## src/rtl/cacheline_adapter_pkg.sv

```systemverilog
`default_nettype none
// ============================================================================
//  Module   : cacheline_adapter_types (package)
//  Purpose  : Shared defaults, address mask and state encoding for the
//             cacheline-to-burst adapter.
//  Revision : 1.0  initial release
// ============================================================================
package cacheline_adapter_types;

    localparam int          BEATS_DEFAULT      = 4;
    localparam int          BEAT_WIDTH_DEFAULT = 64;
    localparam int          LINE_WIDTH         = 256;
    // Clears the byte-in-line offset of a 32-byte cacheline address.
    localparam logic [31:0] LINE_ADDR_MASK     = 32'hFFFF_FFE0;

    typedef enum logic [2:0] {
        ST_IDLE      = 3'd0,
        ST_WRITE     = 3'd1,
        ST_READ_REQ  = 3'd2,
        ST_READ_WAIT = 3'd3,
        ST_RESP      = 3'd4
    } state_t;

endpackage
`default_nettype wire

```

## src/rtl/cacheline_itf.sv

```systemverilog
`default_nettype none
// ============================================================================
//  Module   : cacheline_itf (interface)
//  Purpose  : Full-cacheline request/response channel between a cache and
//             the burst adapter.
//  Revision : 1.0  initial release
// ============================================================================
interface cacheline_itf;

    logic [31:0]  addr;
    logic         read;
    logic         write;
    logic [255:0] wdata;
    logic         ready;
    logic [31:0]  raddr;
    logic [255:0] rdata;
    logic         rvalid;

    modport slave (
        input  addr, read, write, wdata,
        output ready, raddr, rdata, rvalid
    );

    modport master (
        output addr, read, write, wdata,
        input  ready, raddr, rdata, rvalid
    );

endinterface
`default_nettype wire

```

## src/rtl/cacheline_adapter.sv

```systemverilog
`default_nettype none
// ============================================================================
//  Module   : cacheline_adapter
//  Purpose  : Converts single full-cacheline reads/writes into BEATS-long
//             bursts on the memory side; one transaction in flight at a time.
//  Revision : 1.0  initial release
// ============================================================================
module cacheline_adapter
    import cacheline_adapter_types::*;
#(
    parameter int BEATS      = BEATS_DEFAULT,
    parameter int BEAT_WIDTH = BEAT_WIDTH_DEFAULT
) (
    input  logic                  clk,
    input  logic                  rst,
    cacheline_itf.slave           ufp,
    output logic [31:0]           bmem_addr,
    output logic                  bmem_read,
    output logic                  bmem_write,
    output logic [BEAT_WIDTH-1:0] bmem_wdata,
    input  logic                  bmem_ready,
    input  logic [31:0]           bmem_raddr,
    input  logic [BEAT_WIDTH-1:0] bmem_rdata,
    input  logic                  bmem_rvalid
);

    localparam int                 c_cnt_w     = (BEATS > 1) ? $clog2(BEATS) : 1;
    localparam logic [c_cnt_w-1:0] c_last_beat = c_cnt_w'(BEATS - 1);

    state_t                r_state;
    state_t                w_state_next;
    logic [c_cnt_w-1:0]    r_beat;
    logic [31:0]           r_line_addr;
    logic [LINE_WIDTH-1:0] r_line;

    logic w_accept;
    logic w_hit;
    logic w_last_beat;

    // Handshake qualifiers: request acceptance, matching read beat, final beat.
    assign w_accept    = (r_state == ST_IDLE) && (ufp.read || ufp.write);
    assign w_hit       = bmem_rvalid && (bmem_raddr == r_line_addr);
    assign w_last_beat = (r_beat == c_last_beat);

    // The line buffer doubles as write-data source and read-assembly target.
    assign bmem_addr  = r_line_addr;
    assign bmem_wdata = r_line[int'(r_beat)*BEAT_WIDTH +: BEAT_WIDTH];
    assign ufp.raddr  = r_line_addr;
    assign ufp.rdata  = r_line;

    // Next-state and state-decoded control outputs; write wins over read.
    always_comb begin
        w_state_next = r_state;
        bmem_read    = 1'b0;
        bmem_write   = 1'b0;
        ufp.ready    = 1'b0;
        ufp.rvalid   = 1'b0;
        case (r_state)
            ST_IDLE: begin
                ufp.ready = 1'b1;
                if (ufp.write) begin
                    w_state_next = ST_WRITE;
                end else if (ufp.read) begin
                    w_state_next = ST_READ_REQ;
                end
            end
            ST_WRITE: begin
                bmem_write = 1'b1;
                if (bmem_ready && w_last_beat) begin
                    w_state_next = ST_IDLE;
                end
            end
            ST_READ_REQ: begin
                bmem_read = 1'b1;
                if (bmem_ready) begin
                    w_state_next = ST_READ_WAIT;
                end
            end
            ST_READ_WAIT: begin
                if (w_hit && w_last_beat) begin
                    w_state_next = ST_RESP;
                end
            end
            ST_RESP: begin
                ufp.rvalid   = 1'b1;
                w_state_next = ST_IDLE;
            end
            default: begin
                w_state_next = ST_IDLE;
            end
        endcase
    end

    // State register and beat counter; counter wraps to zero on the last beat.
    always_ff @(posedge clk or negedge rst) begin
        if (!rst) begin
            r_state <= ST_IDLE;
            r_beat  <= '0;
        end else begin
            r_state <= w_state_next;
            case (r_state)
                ST_WRITE: begin
                    if (bmem_ready) begin
                        r_beat <= w_last_beat ? '0 : r_beat + 1'b1;
                    end
                end
                ST_READ_REQ: begin
                    if (bmem_ready) begin
                        r_beat <= '0;
                    end
                end
                ST_READ_WAIT: begin
                    if (w_hit) begin
                        r_beat <= w_last_beat ? '0 : r_beat + 1'b1;
                    end
                end
                default: begin
                    r_beat <= '0;
                end
            endcase
        end
    end

    // Address/line capture on acceptance and read-beat assembly; never reset.
    always_ff @(posedge clk) begin
        if (w_accept) begin
            r_line_addr <= ufp.addr & LINE_ADDR_MASK;
            r_line      <= ufp.wdata;
        end else if ((r_state == ST_READ_WAIT) && w_hit) begin
            r_line[int'(r_beat)*BEAT_WIDTH +: BEAT_WIDTH] <= bmem_rdata;
        end
    end

endmodule
`default_nettype wire

```

## src/flat_wrapper.sv

```systemverilog
// flat-port wrapper written by rule: the top's interface ports become plain ports
module cacheline_adapter_flat import cacheline_adapter_types::*;
#(
    parameter int BEATS      = BEATS_DEFAULT,
    parameter int BEAT_WIDTH = BEAT_WIDTH_DEFAULT
)
  (clk, rst, bmem_addr, bmem_read, bmem_write, bmem_wdata, bmem_ready, bmem_raddr, bmem_rdata, bmem_rvalid, ufp_addr, ufp_read, ufp_write, ufp_wdata, ufp_ready, ufp_raddr, ufp_rdata, ufp_rvalid);
  cacheline_itf ufp_i ();
  input  logic clk;
  input  logic rst;
  output logic [31:0] bmem_addr;
  output logic bmem_read;
  output logic bmem_write;
  output logic [BEAT_WIDTH-1:0] bmem_wdata;
  input  logic bmem_ready;
  input  logic [31:0] bmem_raddr;
  input  logic [BEAT_WIDTH-1:0] bmem_rdata;
  input  logic bmem_rvalid;
  input wire logic [$bits(ufp_i.addr)-1:0] ufp_addr;
  input wire logic [$bits(ufp_i.read)-1:0] ufp_read;
  input wire logic [$bits(ufp_i.write)-1:0] ufp_write;
  input wire logic [$bits(ufp_i.wdata)-1:0] ufp_wdata;
  output wire logic [$bits(ufp_i.ready)-1:0] ufp_ready;
  output wire logic [$bits(ufp_i.raddr)-1:0] ufp_raddr;
  output wire logic [$bits(ufp_i.rdata)-1:0] ufp_rdata;
  output wire logic [$bits(ufp_i.rvalid)-1:0] ufp_rvalid;
  assign ufp_i.addr = ufp_addr;
  assign ufp_i.read = ufp_read;
  assign ufp_i.write = ufp_write;
  assign ufp_i.wdata = ufp_wdata;
  assign ufp_ready = ufp_i.ready;
  assign ufp_raddr = ufp_i.raddr;
  assign ufp_rdata = ufp_i.rdata;
  assign ufp_rvalid = ufp_i.rvalid;
  cacheline_adapter #(.BEATS(BEATS), .BEAT_WIDTH(BEAT_WIDTH)) u_core (.clk(clk), .rst(rst), .ufp(ufp_i), .bmem_addr(bmem_addr), .bmem_read(bmem_read), .bmem_write(bmem_write), .bmem_wdata(bmem_wdata), .bmem_ready(bmem_ready), .bmem_raddr(bmem_raddr), .bmem_rdata(bmem_rdata), .bmem_rvalid(bmem_rvalid));
endmodule
```

## config.mk

```make
export PLATFORM = sky130hd
export DESIGN_NAME = cacheline_adapter_flat
export DESIGN_NICKNAME = d
export VERILOG_FILES = /design/src/rtl/cacheline_adapter_pkg.sv /design/src/rtl/cacheline_itf.sv /design/src/rtl/cacheline_adapter.sv /design/src/flat_wrapper.sv
export SDC_FILE = /design/constraint.sdc
export NUM_CORES = 1
export LEC_CHECK = 0
export ABC_AREA = 1
export BUFFER_PORTS_ARGS = -buffer_cell sky130_fd_sc_hd__buf_2
export CAP_MARGIN = 5
export CORE_AREA = 5 5 301 303
export CTS_BUF_LIST = sky130_fd_sc_hd__clkbuf_8
export CTS_CLUSTER_SIZE = 24
export DETAILED_ROUTE_END_ITERATION = 8
export DIE_AREA = 0 0 306 308
export HOLD_SLACK_MARGIN = 0.1
export PLACE_DENSITY = 0.43
export SLEW_MARGIN = 20
export SYNTH_ARGS = -nofsm -noshare
export SYNTH_HDL_FRONTEND = slang
export SYNTH_SLANG_ARGS = --single-unit
```

## constraint.sdc

```tcl
create_clock -name clk -period 15.1 [get_ports clk]
set_clock_uncertainty 0.05 [all_clocks]
set_input_delay 1.51 -clock clk [delete_from_list [all_inputs] [get_ports clk]]
set_output_delay 1.51 -clock clk [all_outputs]
set_load 0.01 [all_outputs]
```

==> results of run 1 <==
[synthesized netlist by cell type (5+ instances only)]
cell type and instances:
buf_1 5, nand2_1 541, buf_2 41, o21ai_1 14
inv_1 71, clkbuf_1 65, nor2_1 163, dfrtp_1 5
nand3_1 161, o22ai_1 64, edfxtp_1 283, xnor2_1 7
buf_4 37, buf_6 7, o21ai_0 228
[where the power goes]
group | switching [mW] | internal (mW)
Combinational | 1.23 | 0.481
Clock | 0.370 | 0.346
Sequential | 0.132 | 1.14
Total | 1.73 | 1.97
[stage by stage]
stage | total power, mW | hold WS, ps | instances | util | setup WS, ps
2_1_floorplan | 2.181 | 434.2 | 1718 | - | 7853
3_3_place_gp | 3.022 | 471.3 | 3518 | 0.2254 | 10170
3_5_place_dp | 3.025 | 484.1 | 3518 | 0.2254 | 10230
4_1_cts | 3.767 | 496.9 | 3619 | 0.2363 | 9912
5_1_grt | 3.933 | 546.5 | 3627 | 0.2365 | 9918
6_report | 3.699 | 493.2 | 3629 | 0.2366 | 10130
[layer usage]
metal  up-vias  wire length, µm  part of all wire  GRT usage
met5         -               27           0.00033          0
met4         4             2733             0.033    0.05533
met3       139             7655             0.093    0.04944
met2       771            40810              0.50     0.2877
met1      7432            30890              0.38     0.1883
li1       7207                -                 -          -
[final cells by class]
| class | instances | area [µm²] | share of cell area |
|---|---|---|---|
| inverter | 73 | 285.3 | 0.01375 |
| clock inverter | 44 | 171.4 | 0.008263 |
| multi-input combinational | 1202 | 5366 | 0.2587 |
| antenna | 10 | 25.02 | 0.001206 |
| sequential | 288 | 8631 | 0.4160 |
| timing repair buffer | 790 | 4024 | 0.1940 |
| clock buffer | 57 | 784.5 | 0.03782 |
| tap | 1165 | 1458 | 0.07027 |
[worst max-delay path by stage]
stage	start	endpoint	slack, ps	cells after the start
finish	u_core.r_beat[1]	bmem_wdata[27]	10130	5
global route	u_core.r_beat[1]	bmem_wdata[9]	9920	5
CTS	u_core.r_beat[1]	bmem_wdata[27]	9910	5
detailed placement	bmem_raddr[21]	u_core.ufp.rdata[98]	10230	12
global placement	bmem_raddr[21]	u_core.ufp.rdata[154]	10170	12
floorplan	bmem_raddr[25]	u_core.ufp.rdata[100]	7850	9
[placed cells by master (no fill, tap or decap), drive strengths merged]
cell and count:
or2 1, conb 10, diode 10, nor2 163, o21ai 242, xnor2 7, nor3 4, clkbuf 57
inv 89, nor4 1, a21oi 1, nand3 161, xor2 1, o22ai 64, edfxtp 283, ha 4
clkinv 28, a211oi 1, dfrtp 5, buf 790, nand2 542
[worst max-delay path: cells and delay by family, from the launching register on]
kind | cells | cell delay [ps]
DFF | 1 | 680
AOI/OAI and AO/OA | 2 | 540
buffers and inverters | 3 | 1450
[kinds of logic (layout without fill, tap and decap cells)]
group | count (synthesis) | in the layout
compound gates | 308 | 308
simple gates | 872 | 872
buf+inv | 228 | 964
flops | 288 | 288
xor+xnor | 8 | 8
fa+ha+maj | 4 | 4
other cells | 1 | 20
[registers in the layout, indices dropped and copies added (netlist names)]
signal            count
u_core.ufp.rdata    256
u_core.bmem_addr     27
u_core.r_state        3
u_core.r_beat         2
==> impl_results.md, run 1 <==
* Cell area after synthesis at between 10,000 and 15,000 µm²
* Via Count at 15.55k
* Max Cap Viol at 0
* Complex-gate fraction of the synthesized area at 0.1084
* Gr ovfl total at 0
* Top cells by area, synth: edfxtp_1 57%, nand2_1 14%, o21ai_0 7.6%
* Reg2reg start: u_core.r_beat[1]
* Post-synthesis simple-gate area fraction at 0.2342
* H-tree depth at 2
* Die ar. at approximately 94,000 µm²
* Synth top area share at 0.5674
* XOR/XNOR share of the synthesized area at 0.004678
* Reg2Reg Depth at 9
* Die height at 308 µm
* Yosys cell types at 26
* Final Hold Vio Count at 0
* Endpoint class of the critical path: primary output
* Violation count after the first detailed-routing iteration at about 1.1k
* Setup TNS at 0 ps
* Resize count post-CTS at 0
* Capture point of the worst reg-to-reg path: u_core.ufp.rdata[97]
* Crit path DAT at between 3000 and 4000 ps
* Row cnt at about 110
* Clock Latency Late Sink at between 600 and 700 ps
* YS warnings at 0
* Initial core utilization at 0.1708
* CP cell instances: clkinv_2, buf_4, o21ai_0, o22ai_1, buf_2
* Slowest library cell on the worst path: buf_4
* Hold buffer count at cts at 0
* Critical Path Start Type: flip-flop
* DIE WIDTH at about 300 µm
* Run status: completed
* Routability Congestion at between 0.8 and 0.9
* Min Tclk post-route at slightly below 5000 ps
* Crit Path Category: flip-flop to primary output
* Clock tree from TritonCTS: yes
* Maximum clock insertion buffer count at 3
* Setup Fix Bufs, Post-CTS at 0
* Core area at approximately 88,000 µm²
* Synthesized flop and latch total at 288
* Total track usage at 0.1629
* HP Start: u_core.r_state[1]
* Leakage power at just over 9 nW
* Area of placed instances at between 15,000 and 20,000 µm²
* Synth Instances at between 1.5k and 2k
* DP HPWL at around 58,000 µm
* Seq/Total Area, Yosys at 0.5758
* Slew HR at 0.3615
* Pre-antenna DRT Iters at 5
* Hold Path End: u_core.r_state[1]
* Largest net degree at the start of global routing at 83
* VDD IR max at ~0.083 mV
* I/O pin count at between 700 and 800
* CTS Buf Count at 57
* Main synth FF type: edfxtp_1
* Port buffer count at 762
* First-pass GRT wire length at between 100,000 and 150,000 µm
* Average wire per standard cell at about 23 µm
* Post-Route WL at 82,120 µm
* Final count of pins violating max slew at 0
* Worst-margin pin slew at around 960 ps
* Worst EP required at between 10,000 and 15,000 ps
* Final setup viols at 0
* Mux contribution to synthesized area at 0
* Period utilisation layout at 0.3291
* Async SR Flop Fraction at 0.01736
* Clock slew at reported path FFs at roughly 60 ps
* Min-Delay Path Class: flip-flop to flip-flop
* Via/cell ratio at roughly 4.3
* Antenna violations before repair at 18
* Avg Inst Size Synth at roughly 8.8 µm²
* CTS sink cnt at approximately 290
* Share of cells above drive strength 1 at 0.3541
* Crit path largest cell delay at between 700 and 800 ps
* Final ANT Viol Nets at 0
* Hold Path Cell Cnt at 2
* Largest family of logic cells by synthesized area: simple AND/OR/NAND/NOR gates
* Flop2flop setup slack at ~11,000 ps
* DRC at 0
* Clk root buf: clkbuf_8
* # fillers at 9,910
* Crit-path max FO at 43
* Design Area, Final at around 21,000 µm²
* Unrepaired setup endpoints after global routing: no
* Pwr per Cell Area at approximately 180 nW/µm²
* Nets at 2,806
* Max Fclk at 201.3 MHz
* Yosys top cell by area: edfxtp_1
* Number of global-route vias before repair at around 16k
* Post-synthesis adder-cell area fraction at 0.003342
* P&R area growth vs syn at 38.51%
* Post-synth EDFFs at 283
(Power assumes the default switching activity.)
==> run 2, diff against run 1 <==
--- a/config.mk
+++ b/config.mk
@@ -8,11 +8,11 @@
 export ABC_AREA = 1
 export BUFFER_PORTS_ARGS = -buffer_cell sky130_fd_sc_hd__buf_2
 export CAP_MARGIN = 5
-export CORE_AREA = 5 5 301 303
+export CORE_AREA = 5 5 302 304
 export CTS_BUF_LIST = sky130_fd_sc_hd__clkbuf_8
 export CTS_CLUSTER_SIZE = 24
 export DETAILED_ROUTE_END_ITERATION = 8
-export DIE_AREA = 0 0 306 308
+export DIE_AREA = 0 0 307 309
 export HOLD_SLACK_MARGIN = 0.1
 export PLACE_DENSITY = 0.43
 export SLEW_MARGIN = 20
==> constraint.sdc (replaced) <==
create_clock -name clk -period 5.15 [get_ports clk]
set_clock_uncertainty 0.05 [all_clocks]
set_input_delay 0.515 -clock clk [delete_from_list [all_inputs] [get_ports clk]]
set_output_delay 0.515 -clock clk [all_outputs]
set_load 0.01 [all_outputs]
==> impl_results.md, run 2 (synthesis results as in run 1) <==
* Cell class contributing the biggest share of worst-path delay: buffers and inverters
* Routability Congestion at about 0.82
* Slowest library cell on the worst path: dfrtp_4
* Pwr per Cell Area at ~470 nW/µm²
* Die height at 309 µm
* Slew HR at 0.3065
* Run status: completed
* Die ar. at approximately 95,000 µm²
* First-pass GRT wire length at approximately 120,000 µm
* Share of cells above drive strength 1 at 0.3082
* CTS sink cnt at between 200 and 300
* Comb power frac at 0.483
* CTS Buf Count at 57
* Average wire per standard cell at around 21 µm
* Final ANT Viol Nets at 0
* Period utilisation layout at 0.7910
* Crit Path Category: flip-flop to primary output
* Setup TNS at 0 ps
* DIE WIDTH at between 300 and 400 µm
* H-tree depth at 2
* Switching power at about 5.2 mW
* Crit path largest cell delay at just under 900 ps
* Crit path buffers/inverters at 3
* Worst EP required at approximately 4600 ps
* Crit-path max FO at 52
* Sw Ratio at 0.4510
* Leakage power at about 11 nW
* Crit path DAT at 3510 ps
* Min Tclk post-route at around 4100 ps
* Final Hold Vio Count at 0
* I/O pin count at ~780
* Pre-antenna DRT Iters at 5
* Pint at 6.330 mW
* Most frequent cells in the layout: 762 x buf_2, 539 x nand2_1, 387 x dlygate4sd3_1
* Setup Fix Bufs, Post-CTS at 0
* Max Cap Viol at 0
* Max Fclk at about 250 MHz
* Violation count after the first detailed-routing iteration at around 1.1k
* Clock power frac at 0.190
* # fillers at about 9.6k
* CP cell instances: buf_4, buf_4, o21ai_0, o22ai_1, buf_2
* Total track usage at 0.1641
* Post-Route WL at ~84,000 µm
* Nets at approximately 3.2k
* Resize count post-CTS at 0
* Clock slew at reported path FFs at 60 ps
* Max reg flops at about 260
* Core area at about 88,000 µm²
* Core Util, Final at 0.2810
* Number of global-route vias before repair at between 15k and 20k
* Initial core utilization at 0.1703
* Worst-margin pin slew at roughly 1000 ps
* Final setup viols at 0
* Clock Latency Late Sink at about 640 ps
* Clk root buf: clkbuf_8
* Seq pwr share at 0.327
* Min-Delay Path Class: input port to flip-flop
* Antenna violations before repair at 4
* P&R area growth vs syn at 65.07%
* Clock tree from TritonCTS: yes
* Gr ovfl total at 0
* Port buffer count at 762
* VDD IR max at roughly 0.27 mV
* DP HPWL at 58,320 µm
* Hold buffer count at cts at 387
* Final count of pins violating max slew at 0
* Row cnt at ~110
* Via/cell ratio at ~4.3
* Leading cell type in the layout, fill and taps excluded: buf_2
* Largest net degree at the start of global routing at around 100
* Endpoint class of the critical path: primary output
* Via Count at about 17k
* CP dominant cell by count: buf_4
* DRC at 0
* Unrepaired setup endpoints after global routing: no
* Maximum clock insertion buffer count at 3
* Critical Path Start Type: flip-flop
-- run 2: cell type report --
| type | instances | area [µm²] | share of cell area |
|---|---|---|---|
| Tap cell | 1165 | 1458 | 0.05896 |
| Sequential cell | 288 | 8631 | 0.3491 |
| Antenna cell | 2 | 5.005 | 0.0002024 |
| Inverter | 73 | 285.3 | 0.01154 |
| Timing Repair Buffer | 1183 | 7968 | 0.3223 |
| Clock inverter | 45 | 206.4 | 0.008351 |
| Multi-Input combinational cell | 1202 | 5371 | 0.2173 |
| Clock buffer | 58 | 798.3 | 0.03229 |
-- run 2: through the flow --
stage	hold slack [ps]	power, mW	area (µm²)	cells	worst slack, ps
after floorplan	169.4	6.356	15010	1718	249.7
after global placement	298.3	8.876	19840	3524	1441
after detailed placement	298.2	8.873	19840	3524	1436
after CTS	102.4	11.67	24720	4014	969.6
after global routing	121.7	12.23	24720	4016	886.9
final	185.8	11.53	24720	4016	1076
-- run 2: final timing paths --
kind / endpoint / startpoint / slack (ps) / cells past startpoint
setup / recovery: bmem_wdata[39] / u_core.r_beat[0] / 1080 / 5
max in group asynchronous: u_core.r_beat[1] / rst / 4680 / 2
hold reg to reg: u_core.r_state[1] / u_core.r_state[1] / 480 / 2
min in group asynchronous: u_core.r_state[0] / rst / 210 / 2
hold / removal: u_core.ufp.rdata[128] / bmem_rdata[0] / 190 / 3
setup reg to reg: u_core.ufp.rdata[79] / u_core.r_beat[1] / 1500 / 9
-- run 2: power by group through the flow --
stage | Sequential (mW) | Clock [mW] | Combinational, mW
global placement | 3.82 | 0 | 5.06
detailed placement | 3.82 | 0 | 5.05
finish | 3.77 | 2.19 | 5.57
CTS | 3.77 | 2.29 | 5.61
floorplan | 3.87 | 0 | 2.48
global route | 3.82 | 2.39 | 6.02
-- run 2: metal layers --
metal	track usage	vias up	part of all wire
met4	0.05003	2	0.031
met3	0.04204	164	0.086
met2	0.2971	852	0.50
li1	-	7975	-
met5	0	-	0.00014
met1	0.1911	8252	0.38
-- run 2: worst min-delay path: stages --
cell	delay, ps
buf_2	110
nand3_1	90
nand2_1	60
